--- src/rtl/calc_op_initiator_if.sv ---
// Bundle of the front-end request, unit handshake and result/status signals
// of the calculator's operation initiator.
interface calc_op_initiator_if #(
  parameter int DATA_W  = 16,
  parameter int N_UNITS = 3
);
  localparam int SEL_W = (N_UNITS > 1) ? $clog2(N_UNITS) : 1;

  logic                        req;
  logic [SEL_W-1:0]            op_sel;
  logic [DATA_W-1:0]           a_in;
  logic [DATA_W-1:0]           b_in;
  logic [N_UNITS-1:0]          unit_done;
  logic [N_UNITS*DATA_W-1:0]   unit_result;
  logic [N_UNITS-1:0]          unit_start;
  logic [DATA_W-1:0]           op_a;
  logic [DATA_W-1:0]           op_b;
  logic                        busy;
  logic [DATA_W-1:0]           result;
  logic                        result_valid;
  logic                        err_timeout;
  logic                        err_badop;

  modport master (
    input  req, op_sel, a_in, b_in, unit_done, unit_result,
    output unit_start, op_a, op_b, busy, result, result_valid,
           err_timeout, err_badop
  );

  modport slave (
    output req, op_sel, a_in, b_in, unit_done, unit_result,
    input  unit_start, op_a, op_b, busy, result, result_valid,
           err_timeout, err_badop
  );
endinterface

--- src/rtl/calc_op_initiator.sv ---
// Issues one operation to an iterative arithmetic unit over a level
// start/done handshake and reports completion, timeout or a bad opcode.
module calc_op_initiator #(
  parameter int DATA_W      = 16,
  parameter int N_UNITS     = 3,
  parameter int TIMEOUT_CYC = 1024
) (
  input  logic                  clk,
  input  logic                  rst,
  calc_op_initiator_if.master   bus
);
  localparam int SEL_W = (N_UNITS > 1) ? $clog2(N_UNITS) : 1;
  localparam int CNT_W = $clog2(TIMEOUT_CYC);
  localparam logic [CNT_W-1:0] CNT_LAST = CNT_W'(TIMEOUT_CYC - 1);

  typedef enum logic [2:0] {
    S_IDLE,
    S_LOAD,
    S_WAIT_DONE,
    S_RELEASE,
    S_REPORT,
    S_ABORT
  } state_t;

  state_t            state_q, state_d;
  logic [SEL_W-1:0]  sel_q, sel_d;
  logic [DATA_W-1:0] op_a_q, op_a_d;
  logic [DATA_W-1:0] op_b_q, op_b_d;
  logic [DATA_W-1:0] result_q, result_d;
  logic [CNT_W-1:0]  cnt_q, cnt_d;
  logic              err_badop_q, err_badop_d;

  logic              sel_done;
  logic [DATA_W-1:0] sel_result;
  logic              op_ok;
  logic              cnt_expired;
  logic [CNT_W-1:0]  cnt_next;

  assign op_ok       = int'(bus.op_sel) < N_UNITS;
  assign cnt_expired = (cnt_q == CNT_LAST);
  // Saturate so a done landing on the last count still leaves RELEASE expired.
  assign cnt_next    = cnt_expired ? cnt_q : cnt_q + 1'b1;

  // Only the selected unit's done/result are ever observed.
  always_comb begin
    sel_done   = 1'b0;
    sel_result = '0;
    for (int i = 0; i < N_UNITS; i++) begin
      if (sel_q == SEL_W'(i)) begin
        sel_done   = bus.unit_done[i];
        sel_result = bus.unit_result[i*DATA_W +: DATA_W];
      end
    end
  end

  // NOTE: every variable gets a default before the case so no path leaves
  // one unassigned, which would otherwise infer a latch.
  always_comb begin
    state_d     = state_q;
    sel_d       = sel_q;
    op_a_d      = op_a_q;
    op_b_d      = op_b_q;
    result_d    = result_q;
    cnt_d       = cnt_q;
    err_badop_d = 1'b0;

    unique case (state_q)
      S_IDLE: begin
        if (bus.req) begin
          if (op_ok) begin
            sel_d   = bus.op_sel;
            op_a_d  = bus.a_in;
            op_b_d  = bus.b_in;
            state_d = S_LOAD;
          end else begin
            err_badop_d = 1'b1;
          end
        end
      end
      S_LOAD: begin
        cnt_d   = '0;
        state_d = S_WAIT_DONE;
      end
      S_WAIT_DONE: begin
        cnt_d = cnt_next;
        if (sel_done) begin
          result_d = sel_result;
          state_d  = S_RELEASE;
        end else if (cnt_expired) begin
          state_d = S_ABORT;
        end
      end
      S_RELEASE: begin
        cnt_d = cnt_next;
        if (!sel_done) begin
          state_d = S_REPORT;
        end else if (cnt_expired) begin
          state_d = S_ABORT;
        end
      end
      S_REPORT: state_d = S_IDLE;
      S_ABORT:  state_d = S_IDLE;
      default:  state_d = S_IDLE;
    endcase
  end

  // NOTE: state registers use non-blocking assignments so every flop samples
  // the pre-edge values regardless of statement order.
  always_ff @(posedge clk or negedge rst) begin
    if (!rst) begin
      state_q     <= S_IDLE;
      sel_q       <= '0;
      op_a_q      <= '0;
      op_b_q      <= '0;
      result_q    <= '0;
      cnt_q       <= '0;
      err_badop_q <= 1'b0;
    end else begin
      state_q     <= state_d;
      sel_q       <= sel_d;
      op_a_q      <= op_a_d;
      op_b_q      <= op_b_d;
      result_q    <= result_d;
      cnt_q       <= cnt_d;
      err_badop_q <= err_badop_d;
    end
  end

  // Start decodes straight from the state so an async reset drops it at once.
  always_comb begin
    for (int i = 0; i < N_UNITS; i++) begin
      bus.unit_start[i] = (state_q == S_WAIT_DONE) && (sel_q == SEL_W'(i));
    end
  end

  assign bus.op_a         = op_a_q;
  assign bus.op_b         = op_b_q;
  assign bus.busy         = (state_q != S_IDLE);
  assign bus.result       = result_q;
  assign bus.result_valid = (state_q == S_REPORT);
  assign bus.err_timeout  = (state_q == S_ABORT);
  assign bus.err_badop    = err_badop_q;
endmodule
--- src/flat_wrapper.sv ---
// flat-port wrapper written by rule: the top's interface ports become plain ports
module calc_op_initiator_flat 
#(
  parameter int DATA_W      = 16,
  parameter int N_UNITS     = 3,
  parameter int TIMEOUT_CYC = 1024
)
  (clk, rst, bus_req, bus_op_sel, bus_a_in, bus_b_in, bus_unit_done, bus_unit_result, bus_unit_start, bus_op_a, bus_op_b, bus_busy, bus_result, bus_result_valid, bus_err_timeout, bus_err_badop);
  calc_op_initiator_if #(.DATA_W(DATA_W), .N_UNITS(N_UNITS)) bus_i ();
  input  logic clk;
  input  logic rst;
  input wire logic [$bits(bus_i.req)-1:0] bus_req;
  input wire logic [$bits(bus_i.op_sel)-1:0] bus_op_sel;
  input wire logic [$bits(bus_i.a_in)-1:0] bus_a_in;
  input wire logic [$bits(bus_i.b_in)-1:0] bus_b_in;
  input wire logic [$bits(bus_i.unit_done)-1:0] bus_unit_done;
  input wire logic [$bits(bus_i.unit_result)-1:0] bus_unit_result;
  output wire logic [$bits(bus_i.unit_start)-1:0] bus_unit_start;
  output wire logic [$bits(bus_i.op_a)-1:0] bus_op_a;
  output wire logic [$bits(bus_i.op_b)-1:0] bus_op_b;
  output wire logic [$bits(bus_i.busy)-1:0] bus_busy;
  output wire logic [$bits(bus_i.result)-1:0] bus_result;
  output wire logic [$bits(bus_i.result_valid)-1:0] bus_result_valid;
  output wire logic [$bits(bus_i.err_timeout)-1:0] bus_err_timeout;
  output wire logic [$bits(bus_i.err_badop)-1:0] bus_err_badop;
  assign bus_i.req = bus_req;
  assign bus_i.op_sel = bus_op_sel;
  assign bus_i.a_in = bus_a_in;
  assign bus_i.b_in = bus_b_in;
  assign bus_i.unit_done = bus_unit_done;
  assign bus_i.unit_result = bus_unit_result;
  assign bus_unit_start = bus_i.unit_start;
  assign bus_op_a = bus_i.op_a;
  assign bus_op_b = bus_i.op_b;
  assign bus_busy = bus_i.busy;
  assign bus_result = bus_i.result;
  assign bus_result_valid = bus_i.result_valid;
  assign bus_err_timeout = bus_i.err_timeout;
  assign bus_err_badop = bus_i.err_badop;
  calc_op_initiator #(.DATA_W(DATA_W), .N_UNITS(N_UNITS), .TIMEOUT_CYC(TIMEOUT_CYC)) u_core (.clk(clk), .rst(rst), .bus(bus_i));
endmodule
--- config.mk ---
export PLATFORM = sky130hd
export DESIGN_NAME = calc_op_initiator_flat
export DESIGN_NICKNAME = d
export VERILOG_FILES = /design/src/rtl/calc_op_initiator_if.sv /design/src/rtl/calc_op_initiator.sv /design/src/flat_wrapper.sv
export SDC_FILE = /design/constraint.sdc
export NUM_CORES = 1
export LEC_CHECK = 0
export BUFFER_PORTS_ARGS = -buffer_cell sky130_fd_sc_hd__buf_2
export CAP_MARGIN = 20
export CORE_MARGIN = 2
export CORE_UTILIZATION = 46
export CTS_CLUSTER_SIZE = 10
export DETAILED_ROUTE_END_ITERATION = 6
export GPL_TIMING_DRIVEN = 0
export PLACE_DENSITY_LB_ADDON = 0.15
export SLEW_MARGIN = 5
export SYNTH_ARGS = -nofsm -noshare
export SYNTH_HDL_FRONTEND = slang
export SYNTH_SLANG_ARGS = --single-unit
--- constraint.sdc ---
create_clock -name clk -period 4.65 [get_ports clk]
set_input_delay 0.465 -clock clk [delete_from_list [all_inputs] [get_ports clk]]
set_output_delay 0.465 -clock clk [all_outputs]
set_load 0.01 [all_outputs]
==> metrics <==
Hold/Removal Path Class=input pin to asynchronous set/reset pin; Slew Limit Fails=0; IO Port Bufs=142; top-count cell post-synth=dfrtp_1; Reg area=1602 um2; Clk pin slew, worst setup/hold paths=80 ps; Post-Layout Cell Count=489; Max clock buf depth=2; DR vias=2453; Antenna Cells=0; Max Cap Viol=0; detailed placer's ending HPWL=4955 um; total gr overflow=0; largest family of logic cells by synthesized area=multiplexers; Core Region=6386 um2; first-pass GRT wire length=10850 um; CP endpoint kind=output pin; Max Freq=0.4294 GHz; CP max FO=10; IO Pins=143; clock power share=16.6%; Die ar.=7327 um2; Synth Area in Compound Gates=8.578%; CP arrival=1860 ps; Residual DRC=0; Comb power frac=46.8%; WP data required=4180 ps; Max VDD drop=0.3260 mV; Reg power frac=36.7%; unrepaired setup endpoints after global routing=no; Hold Violations, Final=0; vias in the first global route=2354; Num CTS Buffers=9; mux cell area share after synthesis=24.43%; flops & latches, synth=64; post-synthesis cell count=254; Post-DRT Antenna Nets=0; Lkg Pwr=2.027 nW; clk sinks=64; synth unique cells=38; Finish-stage setup viols=0; Synth async-reset ratio=100.0%; final period demand of the worst path=2329 ps; Seq/Total Area, Yosys=52.29%; Psw=0.9394 mW; row cnt=29; synthesis warning total=0; setup TNS=0 ps; clk_lat worst skew=330 ps; Int Pwr=1.595 mW; Die Y=85.60 um; Setup crit start kind=flip-flop; clock root cell=clkbuf_8; CTS H-tree depth=3; cts repair resizes=0; biggest area consumer among synthesized cells=dfrtp_1; slew at the pin with the worst max-slew slack=796.9 ps; status=complete, no violations; pwr/cell area=626.9 nW/um2; nets=496; GR Util All Layers=18.65%; clock skew=8.718 ps; synthesized area=3063 um2; Detailed Route Iter0 Violations=87; DR vias/cell=5.016; mean post-synth cell area=12.06 um2; Slew headroom=46.87%; top cells by area, synth=dfrtp_1 52%, mux2_2 14%, mux2i_1 5.6%, mux2_4 4.9%, o21ai_0 3.4%; clock tree from TritonCTS=built; Fillers=554; share of the synthesized area in the top cell type=52.29%; Post-synth EDFFs=0; layout cells sized above 1=53.64%; largest net degree at the start of global routing=65; initial antenna violation count=0; Post-CTS Hold Fix Bufs=0; Synth Area in XOR/XNOR=0.2859%; width of the die=85.60 um; Mapped Nets=343; cell count after placement=473; Synth Area in Adders=0.7353%; final WL=6652 um; Pre-antenna DRT Iters=4; ys flop type=dfrtp_1; area fraction in and, or, nand and nor cells after synthesis=10.70%; Avg WL per Cell=13.60 um; Initial Util=47.96%; part of the cycle the worst path needs=50.08%; Sw Share=37.06%; Multi-input gate area=1370 um2; synth cell count leaders=64 x dfrtp_1, 37 x mux2_2, 21 x nand2_1, 21 x o21ai_0, 17 x mux2i_1; GP Congestion=0.8309; postcts setup bufs=0; P&R area growth vs syn=32.03%; critical path class=flip-flop to output pin
-- layer usage --
metal  vias to the layer above  track usage, %  routed length [um]
met5                         -               0                   0
met4                         0           6.205                  89
met3                         8           5.871                 432
met2                        82           29.05                3072
met1                      1145           24.87                3057
li1                       1218               -                   -
-- area by class of cell --
type	instances	area share, %
plain buffers	12	1.609
clock buffers	9	3.063
clock inverters	7	1.176
inverters	7	0.6498
multi-input cells	171	33.88
flip-flops and latches	64	39.60
well taps	77	2.382
repair buffers	142	17.64
-- power groups by stage --
stage	clock (mW)	combinational (mW)	sequential [mW]
after floorplan	0	0.691	1.04
after global placement	0	1.19	0.933
after detailed placement	0	1.21	0.940
after CTS	0.432	1.21	0.931
after global routing	0.461	1.31	0.965
final	0.420	1.19	0.929
-- state kept, by name, indices dropped and copies added (netlist names) --
| name | count |
|---|---|
| u_core.bus.err_badop | 1 |
| u_core.bus.op_b | 16 |
| u_core.bus.op_a | 16 |
| u_core.cnt_q | 10 |
| u_core.bus.result | 16 |
| u_core.sel_q | 2 |
| u_core.state_q | 3 |
-- path summary, 6_finish.rpt --
| kind | startpoint | endpoint | slack, ps | cells after the start |
|---|---|---|---|---|
| max in group asynchronous | rst | u_core.bus.op_b[5] | 3910 | 1 |
| setup / recovery | u_core.sel_q[0] | bus_unit_start[2] | 2320 | 5 |
| hold reg to reg | u_core.bus.op_a[12] | u_core.bus.op_a[12] | 490 | 1 |
| setup reg to reg | u_core.cnt_q[0] | u_core.cnt_q[5] | 2870 | 6 |
| hold / removal | rst | u_core.bus.result[3] | 210 | 1 |
| min in group clk | bus_a_in[12] | u_core.bus.op_a[12] | 350 | 2 |
-- kinds of logic after synthesis --
kind of cell,after synthesis
AO/OA/AOI/OAI,40
XOR/XNOR,1
adder cells (fa/ha/maj),2
buffers and inverters,19
flip-flops,64
multiplexers,65
AND/OR/NAND/NOR,63
-- stage by stage --
| stage | worst slack (ps) | instance area (um2) | power (mW) | utilization [%] | hold WS (ps) |
|---|---|---|---|---|---|
| after detailed placement | 2686 | 3872 | 2.147 | 60.64 | 475.4 |
| after global placement | 2714 | 3870 | 2.118 | 60.60 | 471.7 |
| after floorplan | 2856 | 3063 | 1.733 | - | 169.4 |
| final | 2321 | 4044 | 2.535 | 63.32 | 210.3 |
| after global routing | 2189 | 4044 | 2.738 | 63.32 | 269.5 |
| after CTS | 2301 | 4044 | 2.570 | 63.32 | 245.1 |
-- worst max-delay path, stage by stage, from the launching register on --
cell	delay [ps]
dfrtp_1	410
and2b_1	200
buf_4	170
clkbuf_1	390
and3_1	220
buf_2	140
-- placed cells by master (no fill, tap or decap), drive strengths merged, types with 3 or more instances in the layout --
cell type | synthesis | routed
mux2i | 17 | 17
mux2 | 48 | 48
o211ai | 4 | 4
nand2b | 3 | 3
a31oi | 3 | 3
nand3 | 10 | 10
dfrtp | 64 | 64
nand2 | 21 | 21
nor3 | 7 | 7
inv | 7 | 8
buf | 9 | 151
clkinv | 0 | 4
nor2 | 9 | 9
clkbuf | 3 | 12
o31ai | 4 | 4
o21ai | 21 | 21
(Power assumes the default switching activity.)
